--- src/rtl/sram_read_arbiter_pkg.sv ---
// sram_read_arbiter_pkg: shared SRAM widths, owner encoding and arbiter types.
package sram_read_arbiter_pkg;
    localparam int SRAM_WORD_WIDTH = 16;
    localparam int SRAM_ADDR_BIT = 10;
    localparam logic OWNER_T = 1'b0;
    localparam logic OWNER_Q = 1'b1;
    typedef logic [SRAM_ADDR_BIT-1:0] sram_addr_t;
    typedef logic [SRAM_WORD_WIDTH-1:0] sram_word_t;
    typedef enum logic {PRI_T, PRI_Q} arb_state_e;
    typedef struct packed {
        logic valid;
        logic owner;
    } tag_t;
endpackage

--- src/rtl/sram_read_arbiter_if.sv ---
// sram_read_arbiter_if: requester, flush and SRAM port signals of the read arbiter.
interface sram_read_arbiter_if;
    import sram_read_arbiter_pkg::*;
    logic t_request_i, q_request_i, flush_i;
    sram_addr_t t_addr_i, q_addr_i, sram_addr_o;
    sram_word_t t_data_o, q_data_o, sram_data_i;
    logic t_valid_o, q_valid_o, sram_cen_o, busy_o;
    modport master (
        output t_request_i, t_addr_i, q_request_i, q_addr_i, flush_i, sram_data_i,
        input t_data_o, t_valid_o, q_data_o, q_valid_o, sram_cen_o, sram_addr_o, busy_o
    );
    modport slave (
        input t_request_i, t_addr_i, q_request_i, q_addr_i, flush_i, sram_data_i,
        output t_data_o, t_valid_o, q_data_o, q_valid_o, sram_cen_o, sram_addr_o, busy_o
    );
endinterface

--- src/rtl/sram_tag_pipe.sv ---
// sram_tag_pipe: DEPTH-stage {valid, owner} shift register with synchronous clear.
module sram_tag_pipe
    import sram_read_arbiter_pkg::*;
#(
    parameter int DEPTH = 3
) (
    input  logic clk,
    input  logic rst,
    input  logic clr,
    input  tag_t tag_in,
    output tag_t tag_out,
    output logic busy_next
);
    tag_t stage [DEPTH];

    always_ff @(posedge clk) stage[0] <= (rst || clr) ? '0 : tag_in;

    for (genvar i = 1; i < DEPTH; i++) begin : g_stage
        always_ff @(posedge clk) stage[i] <= (rst || clr) ? '0 : stage[i-1];
    end

    assign tag_out = stage[DEPTH-1];

    // Occupancy after the coming edge: the last stage shifts out, a new tag may shift in.
    always_comb begin
        busy_next = tag_in.valid;
        for (int i = 0; i < DEPTH-1; i++) busy_next = busy_next | stage[i].valid;
        busy_next = busy_next & ~clr;
    end
endmodule

--- src/rtl/sram_read_arbiter.sv ---
// sram_read_arbiter: two-requester round-robin arbiter for a fixed-latency SRAM read port.
module sram_read_arbiter
    import sram_read_arbiter_pkg::*;
#(
    parameter int RD_LAT = 2
) (
    input logic clk,
    input logic rst,
    sram_read_arbiter_if.slave bus
);
    arb_state_e state, state_n;
    logic pend_t, pend_q, pend_t_n, pend_q_n;
    logic elig_t, elig_q, grant_t, grant_q;
    logic ret_t, ret_q, tags_busy_n;
    tag_t tag_in, tag_out;

    assign elig_t = bus.t_request_i && !pend_t && !bus.flush_i;
    assign elig_q = bus.q_request_i && !pend_q && !bus.flush_i;

    always_ff @(posedge clk) state <= rst ? PRI_T : state_n;

    always_comb state_n = grant_t ? PRI_Q : grant_q ? PRI_T : state;

    always_comb begin
        grant_t = elig_t && (!elig_q || state == PRI_T);
        grant_q = elig_q && (!elig_t || state == PRI_Q);
    end

    assign tag_in.valid = grant_t || grant_q;
    assign tag_in.owner = grant_q ? OWNER_Q : OWNER_T;

    sram_tag_pipe #(.DEPTH(RD_LAT + 1)) u_tag_pipe (
        .clk(clk),
        .rst(rst),
        .clr(bus.flush_i),
        .tag_in(tag_in),
        .tag_out(tag_out),
        .busy_next(tags_busy_n)
    );

    // A tag leaving the pipe during a flush belongs to a discarded read.
    assign ret_t = tag_out.valid && tag_out.owner == OWNER_T && !bus.flush_i;
    assign ret_q = tag_out.valid && tag_out.owner == OWNER_Q && !bus.flush_i;

    assign pend_t_n = !bus.flush_i && (grant_t || (pend_t && !bus.t_valid_o));
    assign pend_q_n = !bus.flush_i && (grant_q || (pend_q && !bus.q_valid_o));

    always_ff @(posedge clk) begin
        if (rst) begin
            pend_t <= 1'b0;
            pend_q <= 1'b0;
            bus.sram_cen_o <= 1'b0;
            bus.sram_addr_o <= '0;
            bus.t_valid_o <= 1'b0;
            bus.q_valid_o <= 1'b0;
            bus.t_data_o <= '0;
            bus.q_data_o <= '0;
            bus.busy_o <= 1'b0;
        end else begin
            pend_t <= pend_t_n;
            pend_q <= pend_q_n;
            bus.sram_cen_o <= grant_t || grant_q;
            if (grant_t || grant_q) bus.sram_addr_o <= grant_t ? bus.t_addr_i : bus.q_addr_i;
            bus.t_valid_o <= ret_t;
            bus.q_valid_o <= ret_q;
            if (ret_t) bus.t_data_o <= bus.sram_data_i;
            if (ret_q) bus.q_data_o <= bus.sram_data_i;
            bus.busy_o <= pend_t_n || pend_q_n || tags_busy_n;
        end
    end
endmodule

--- src/flat_wrapper.sv ---
// flat-port wrapper written by rule: the top's interface ports become plain ports
module sram_read_arbiter_flat import sram_read_arbiter_pkg::*;
#(
    parameter int RD_LAT = 2
)
  (clk, rst, bus_t_request_i, bus_t_addr_i, bus_q_request_i, bus_q_addr_i, bus_flush_i, bus_sram_data_i, bus_t_data_o, bus_t_valid_o, bus_q_data_o, bus_q_valid_o, bus_sram_cen_o, bus_sram_addr_o, bus_busy_o);
  sram_read_arbiter_if bus_i ();
  input logic clk;
  input logic rst;
  input wire logic [$bits(bus_i.t_request_i)-1:0] bus_t_request_i;
  input wire logic [$bits(bus_i.t_addr_i)-1:0] bus_t_addr_i;
  input wire logic [$bits(bus_i.q_request_i)-1:0] bus_q_request_i;
  input wire logic [$bits(bus_i.q_addr_i)-1:0] bus_q_addr_i;
  input wire logic [$bits(bus_i.flush_i)-1:0] bus_flush_i;
  input wire logic [$bits(bus_i.sram_data_i)-1:0] bus_sram_data_i;
  output wire logic [$bits(bus_i.t_data_o)-1:0] bus_t_data_o;
  output wire logic [$bits(bus_i.t_valid_o)-1:0] bus_t_valid_o;
  output wire logic [$bits(bus_i.q_data_o)-1:0] bus_q_data_o;
  output wire logic [$bits(bus_i.q_valid_o)-1:0] bus_q_valid_o;
  output wire logic [$bits(bus_i.sram_cen_o)-1:0] bus_sram_cen_o;
  output wire logic [$bits(bus_i.sram_addr_o)-1:0] bus_sram_addr_o;
  output wire logic [$bits(bus_i.busy_o)-1:0] bus_busy_o;
  assign bus_i.t_request_i = bus_t_request_i;
  assign bus_i.t_addr_i = bus_t_addr_i;
  assign bus_i.q_request_i = bus_q_request_i;
  assign bus_i.q_addr_i = bus_q_addr_i;
  assign bus_i.flush_i = bus_flush_i;
  assign bus_i.sram_data_i = bus_sram_data_i;
  assign bus_t_data_o = bus_i.t_data_o;
  assign bus_t_valid_o = bus_i.t_valid_o;
  assign bus_q_data_o = bus_i.q_data_o;
  assign bus_q_valid_o = bus_i.q_valid_o;
  assign bus_sram_cen_o = bus_i.sram_cen_o;
  assign bus_sram_addr_o = bus_i.sram_addr_o;
  assign bus_busy_o = bus_i.busy_o;
  sram_read_arbiter #(.RD_LAT(RD_LAT)) u_core (.clk(clk), .rst(rst), .bus(bus_i));
endmodule
--- config.mk ---
export PLATFORM = sky130hd
export DESIGN_NAME = sram_read_arbiter_flat
export DESIGN_NICKNAME = d
export VERILOG_FILES = /design/src/rtl/sram_read_arbiter_pkg.sv /design/src/rtl/sram_read_arbiter_if.sv /design/src/rtl/sram_tag_pipe.sv /design/src/rtl/sram_read_arbiter.sv /design/src/flat_wrapper.sv
export SDC_FILE = /design/constraint.sdc
export NUM_CORES = 1
export LEC_CHECK = 0
export CAP_MARGIN = 10
export CELL_PAD_IN_SITES_DETAIL_PLACEMENT = 1
export CELL_PAD_IN_SITES_GLOBAL_PLACEMENT = 1
export CORE_UTILIZATION = 33
export CTS_BUF_LIST = sky130_fd_sc_hd__clkbuf_16
export DETAILED_ROUTE_END_ITERATION = 10
export GPL_TIMING_DRIVEN = 1
export PLACE_DENSITY_LB_ADDON = 0.1
export SLEW_MARGIN = 0
export SYNTH_ARGS = -nofsm -noshare
export SYNTH_HDL_FRONTEND = slang
export SYNTH_SLANG_ARGS = --single-unit
--- constraint.sdc ---
create_clock -name clk -period 3.2 [get_ports clk]
set_input_delay 0.96 -clock clk [delete_from_list [all_inputs] [get_ports clk]]
set_output_delay 0.96 -clock clk [all_outputs]
set_load 0.005 [all_outputs]
==> metrics.md, run 1 <==
| Metric | Value |
|---|---|
| Status | completed |
| Post-Route M1 WL | 2.41 mm |
| Int Power | 1.15 mW |
| Sinks on Clock Net | 55 |
| Met2 routed WL | 2.64 mm |
| Hold Buf Count CTS | 0 |
| Vias/cell | 4.76 |
| FP Rows | 28 |
| Async SR Flop Fraction | 0% |
| First DRT Iteration DRCs | 37 |
| GPL Wtd Cong | 0.694 |
| Number of enable flip-flop cells after synthesis | 0 |
| CTS max path bufs | 2 |
| Routed Antenna Nets | 0 |
| Sequential area share after synthesis | 52.6% |
| Final wirelength | 5.41 mm |
| Gate power share | 10.0% |
| DR WL met3 | 274 µm |
| Setup repair bufs after CTS | 0 |
| Critical path arrival | 2.68 ns |
| Initial Utilization | 34.7% |
| Mux contribution to synthesized area | 0% |
| Ports | 87 |
| Compound-Gate Fraction of Synth Area | 15.5% |
| Ant. Diodes | 0 |
| Worst-margin pin slew | 0.810 ns |
| Xor/xnor share of the synthesized area | 0% |
| Reg power frac | 48.8% |
| FF+latch count, synth | 55 |
| Netlist Area Pre-Place | 2090 µm² |
| Peak supply drop | 0.214 mV |
| Inst Count DP | 387 |
| Die area | 6670 µm² |
| Max-cap violations | 0 |
| CTS Buf Count | 5 |
| CP Max Fanout | 17 |
| Cell count after synthesis | 237 |
| CTS tree | built |
| Post-Synth Adder-Cell Area | 0% |
| Setup crit end kind | flop |
| Fraction of layout cells with a size suffix above 1 | 11.3% |
| Setup Skew | 0.00544 ns |
| Final WS setup | 0.681 ns |
| Simple-Gate Fraction of Synth Area | 26.8% |
| Final period utilization | 78.7% |
| GRT Util Overall | 17.1% |
| Pin count of the biggest net entering global routing | 26 |
| Net Sw Frac | 20.8% |
| Fillers | 705 |
| DP Wirelength | 3.79 mm |
| Clock slew seen by the registers of the worst setup and hold paths | 0.07 ns |
| Layout area overhead | 49.6% |
| Tmin final | 2.52 ns |
| DR WL/cell | 13.7 µm |
| Commonest register cell after synthesis | dfxtp_1 |
| GR Overflow Total | 0 |
| Critical Path RT | 3.36 ns |
| IO buf count | 86 |
| Chip Height | 81.6 µm |
| Core ar. | 6030 µm² |
| Leak pwr | 1.07 nW |
| Slew margin rel. | 46.0% |
| Residual DRC | 0 |
| Critical path launch point type | primary input |
| Fin. Hold Viols | 0 |
| Vias in the first global route | 1821 |
| RSZ-0062 raised after global routing | false |
| Nets | 360 |
| First-pass DRT Iterations | 4 |
| DR top layer | met4 |
| Ys Warns | 0 |
| Clock power share | 41.2% |
| Initial antenna violation count | 0 |
| H-tree Lvls | 2 |
| # resized after CTS | 0 |
| Final Hold Slack | 0.434 ns |
| Mapped Nets | 278 |
| Layout Cells excl Fill | 394 |
| Core Util, Final | 52.0% |
| Critical path class | in2reg |
| Worst skew pair latency | 0.29 ns |
| Setup TNS | 0 ns |
| Slew Viols, Final | 0 |
| Root Driver | clkbuf_16 |
| Final Setup Violations | 0 |
| Syn avg cell area | 8.83 µm² |
| P per Cell Area | 464 nW/µm² |
| NetSw | 0.302 mW |
| Largest family of logic cells by synthesized area | simple AND/OR/NAND/NOR gates |
| Achievable frequency | 0.397 GHz |
| First-pass GRT wire length | 8.52 mm |
| Die Width | 81.6 µm |
| Synth cell types | 32 |
| Vias after detailed routing | 1874 |
| Worst hold path type | reg2reg |
| Pre-CTS setup slack | 0.373 ns |
[Yosys cell counts (2+ instances only)]
| master | instances | share of area [%] |
|---|---|---|
| dfxtp_1 | 55 | 53 |
| buf_2 | 4 | 0.96 |
| nor2_1 | 14 | 2.5 |
| nand2_1 | 75 | 13 |
| o21a_1 | 2 | 0.72 |
| buf_1 | 2 | 0.36 |
| clkbuf_1 | 2 | 0.36 |
| buf_6 | 2 | 1.1 |
| nor2b_1 | 3 | 0.90 |
| a311oi_1 | 10 | 4.2 |
| nand2b_1 | 2 | 0.60 |
| a21oi_1 | 24 | 5.7 |
| a21oi_2 | 10 | 4.2 |
| buf_4 | 3 | 1.1 |
| nand2_2 | 9 | 2.7 |
| and2_1 | 4 | 1.2 |
[worst max-delay path, stage by stage]
cell and delay, ns:
clkdlybuf4s50_1 0.64, or3b_1 0.81, nand2_2 0.19, a21oi_2 0.07
[final timing paths]
| kind | startpoint | endpoint | slack, ns | cells past startpoint |
|---|---|---|---|---|
| worst max register to register | u_core.state | u_core.bus.sram_addr_o[7] | 1.74 | 4 |
| worst min register to register | u_core.u_tag_pipe.stage[0][0] | u_core.u_tag_pipe.stage[0][2] | 0.43 | 1 |
| worst max-delay path | bus_flush_i | u_core.bus.t_data_o[14] | 0.68 | 4 |
| worst min-delay path | u_core.u_tag_pipe.stage[0][0] | u_core.u_tag_pipe.stage[0][2] | 0.43 | 1 |
[cell usage in the layout (no fill, tap or decap), types with 2 or more instances in the layout]
| cell type | instances |
|---|---|
| a21oi_1 | 24 |
| a21oi_2 | 10 |
| a311oi_1 | 10 |
| and2_1 | 4 |
| buf_4 | 4 |
| clkbuf_16 | 5 |
| clkdlybuf4s50_1 | 85 |
| dfxtp_1 | 55 |
| nand2_1 | 75 |
| nand2_2 | 9 |
| nand2b_1 | 2 |
| nor2_1 | 14 |
| nor2b_1 | 3 |
| o21a_1 | 2 |
[through the flow]
step	total power [mW]	instance area, µm²
2_1_floorplan	0.782	2090
3_3_place_gp	0.868	2970
3_5_place_dp	0.872	2970
4_1_cts	1.47	3130
5_1_grt	1.52	3130
6_report	1.45	3130
[state kept, by name (all words and copies together), names as in the netlist]
| signal | cells |
|---|---|
| u_core.bus.busy_o | 1 |
| u_core.bus.q_data_o | 16 |
| u_core.bus.q_valid_o | 1 |
| u_core.bus.sram_addr_o | 10 |
| u_core.bus.sram_cen_o | 1 |
| u_core.bus.t_data_o | 16 |
| u_core.bus.t_valid_o | 1 |
| u_core.pend_q | 1 |
| u_core.pend_t | 1 |
| u_core.state | 1 |
| u_core.u_tag_pipe.stage | 6 |
[power groups by stage]
stage / combinational (mW) / clock, mW / sequential (mW)
6_report: 0.146 / 0.599 / 0.709
2_1_floorplan: 0.0571 / 0 / 0.725
3_3_place_gp: 0.144 / 0 / 0.724
5_1_grt: 0.160 / 0.647 / 0.710
3_5_place_dp: 0.147 / 0 / 0.725
4_1_cts: 0.148 / 0.616 / 0.709
[cell families (layout without fill, tap and decap cells)]
group           count (synthesis)  after routing
compound gates                 48             48
buf+inv                        15             97
flops                          55             55
simple gates                  119            119
[final cells by class]
| class | count | area, µm² | area share, % |
|---|---|---|---|
| clock inverters | 2 | 37.5 | 1.20 |
| multi-input cells | 167 | 887 | 28.3 |
| flip-flops and latches | 55 | 1100 | 35.2 |
| well taps | 75 | 93.8 | 3.00 |
| clock buffers | 5 | 125 | 4.00 |
| repair buffers | 90 | 886 | 28.3 |
[metal layers]
metal / vias to the layer above / global-route usage, %
met1: 877 / 20.4
li1: 941 / -
met2: 49 / 28.8
met5: - / 0
met3: 7 / 4.67
met4: 0 / 7.02
Power figures use the tool's default switching activity.
==> inputs of run 2 (changes only) <==
Settings changed: CORE_UTILIZATION 33 to 30.
Clock period 3.2 ns to 2.55 ns, I/O delays scaled along.
==> run 2 against run 1 <==
Core utilization is 4.6 points lower. Cell count is 2.3% higher. Sequential share of layout area is 0.74 points lower. Setup slack worse by 0.31 ns. Largest power group unchanged.
==> metrics.md, run 2 (synthesis results as in run 1) <==
| Metric | Value |
|---|---|
| Clock power share | 44.6% (was 41.2%) |
| Hold_sp | u_core.u_tag_pipe.stage[0][2] (was u_core.u_tag_pipe.stage[0][0]) |
| Post-Place Cell Area | 3010 µm² (was 2970 µm²) |
| Residual DRC | 0 (unchanged) |
| Biggest regs | u_core.bus.q_data_o (16), u_core.bus.t_data_o (16), u_core.bus.sram_addr_o (10) (unchanged) |
| Die Width | 85.5 µm (was 81.6 µm) |
| # resized after CTS | 0 (unchanged) |
| Reg2reg start | u_core.state (unchanged) |
| Peak supply drop | 0.289 mV (was 0.214 mV) |
| Met2 usage | 25.6% (was 28.8%) |
| Power Total | 1.94 mW (was 1.45 mW) |
| Final Hold Slack | 0.432 ns (was 0.434 ns) |
| Max-cap violations | 0 (unchanged) |
| Vias in the first global route | 1761 (was 1821) |
| Final period utilization | 85.5% |
| CTS max path bufs | 2 (unchanged) |
| Ports | 87 (unchanged) |
| NetSw | 0.393 mW (was 0.302 mW) |
| RSZ-0062 raised after global routing | false (unchanged) |
| Tmin final | 2.18 ns |
| Worst hold path type | reg2reg (unchanged) |
| DP Wirelength | 3.79 mm (about the same) |
| CTS tree | built (unchanged) |
| IO buf count | 86 (unchanged) |
| Reg area | 1100 µm² (unchanged) |
| Pin count of the biggest net entering global routing | 29 (was 26) |
| Slew Viols, Final | 0 (unchanged) |
| Final wirelength | 5.45 mm (was 5.41 mm) |
| Commonest non-fill, non-tap cell in the layout | clkdlybuf4s50_1 (unchanged) |
| P per Cell Area | 607 nW/µm² (was 464 nW/µm²) |
| Critical path class | in2reg (unchanged) |
| Vias after detailed routing | 1860 (was 1874) |
| Reg power frac | 45.8% (was 48.8%) |
| CP Launch Point | bus_flush_i (unchanged) |
| Core ar. | 6760 µm² (was 6030 µm²) |
| GR Util met1 | 20.6% (was 20.4%) |
| Fillers | 798 (was 705) |
| Hold Buf Count CTS | 0 (unchanged) |
| GR Layer Usage met3 | 3.56% (was 4.67%) |
| Slew margin rel. | 56.0% (was 46.0%) |
| DR WL/cell | 13.5 µm (was 13.7 µm) |
| Final Setup Violations | 0 (unchanged) |
| Routed Antenna Nets | 0 (unchanged) |
| Setup crit end kind | flop (unchanged) |
| Setup repair bufs after CTS | 0 (unchanged) |
| Int Power | 1.55 mW (was 1.15 mW) |
| Chip Height | 85.5 µm (was 81.6 µm) |
| Critical Path RT | 2.74 ns (was 3.36 ns) |
| Critical path launch point type | primary input (unchanged) |
| Leak pwr | 1.11 nW (was 1.07 nW) |
| GR Overflow Total | 0 (unchanged) |
| Initial antenna violation count | 0 (unchanged) |
| Root Driver | clkbuf_16 (unchanged) |
| Achievable frequency | 0.459 GHz |
| Worst skew pair latency | 0.29 ns (about the same) |
| H-tree Lvls | 2 (unchanged) |
| CP Max Fanout | 10 (was 17) |
| Core Util, Final | 47.3% (was 52.0%) |
| First DRT Iteration DRCs | 46 (was 37) |
| Critical path arrival | 2.37 ns (was 2.68 ns) |
| Net Sw Frac | 20.2% (was 20.8%) |
| Area of the multi-input gates | 887 µm² (unchanged) |
| Vias/cell | 4.62 (was 4.76) |
| First-pass DRT Iterations | 6 (was 4) |
| Sinks on Clock Net | 55 (unchanged) |
| First-pass GRT wire length | 8.83 mm (was 8.52 mm) |
| Fraction of layout cells with a size suffix above 1 | 12.1% (was 11.3%) |
| Layout area overhead | 52.8% (was 49.6%) |
| Initial Utilization | 31.0% (was 34.7%) |
| Design area | 3200 µm² (was 3130 µm²) |
| Gate power share | 9.6% (was 10.0%) |
| Nets | 363 (was 360) |
| GRT Util Overall | 15.7% (was 17.1%) |
| Ant. Diodes | 0 (unchanged) |
| FP Rows | 30 (was 28) |
| Die area | 7320 µm² (was 6670 µm²) |
| Status | completed (unchanged) |
| Fin. Hold Viols | 0 (unchanged) |
| Setup TNS | 0 ns (unchanged) |
| Worst-margin pin slew | 0.660 ns (was 0.810 ns) |
| Busiest grt layer | met2 (unchanged) |
| Clock slew seen by the registers of the worst setup and hold paths | 0.07 ns (about the same) |
| CTS Buf Count | 5 (unchanged) |
| Setup Skew | 0.00447 ns (was 0.00544 ns) |
| Most frequent cells in the layout | 85 x clkdlybuf4s50_1, 75 x nand2_1, 55 x dfxtp_1 (unchanged) |
| GPL Wtd Cong | 0.704 (was 0.694) |
[run 2: cell type report]
type,instances,share of cell area [%]
clock buffer,5,3.91
sequential,55,34.4
timing repair buffer,93,28.8
multi-input combinational,167,27.7
clock inverter,3,2.00
tap,80,3.13
[run 2: worst max-delay path: stages]
cell and delay (ns):
clkdlybuf4s50_1 0.53, buf_4 0.22, nor3_4 0.42, nand2_1 0.13, a311oi_1 0.31
[run 2: path summary, 6_finish.rpt]
check	endpoint	slack, ns	cells past startpoint
setup / recovery	u_core.bus.sram_addr_o[8]	0.37	5
hold / removal	u_core.u_tag_pipe.stage[0][4]	0.43	1
setup reg to reg	u_core.bus.sram_addr_o[8]	1.08	4
hold reg to reg	u_core.u_tag_pipe.stage[0][4]	0.43	1
[run 2: layer usage]
| metal | share of wire (%) | routed length [µm] |
|---|---|---|
| met1 | 47 | 2540 |
| met2 | 48 | 2640 |
| met3 | 3.8 | 207 |
| met4 | 1.0 | 57 |
| met5 | 0 | 0 |
[run 2: through the flow]
stage               instances  worst slack (ns)
global route              403             0.201
global placement          395             0.132
CTS                       403             0.329
detailed placement        395             0.118
floorplan                 237             0.768
finish                    403             0.370
[run 2: power groups by stage]
stage          sequential, mW  combinational (mW)  clock, mW
6_report                0.890               0.186      0.867
5_1_grt                 0.892               0.205      0.917
4_1_cts                 0.890               0.190      0.887
3_5_place_dp            0.910               0.187          0
3_3_place_gp            0.910               0.186          0
2_1_floorplan           0.910              0.0716          0
==> inputs of run 3 (changes only) <==
Settings changed: CTS_CLUSTER_SIZE set to 10, SETUP_SLACK_MARGIN set to 0.05.
==> results of run 3 <==
Same layout as run 2: the final DEF is identical, and so are final timing and power.
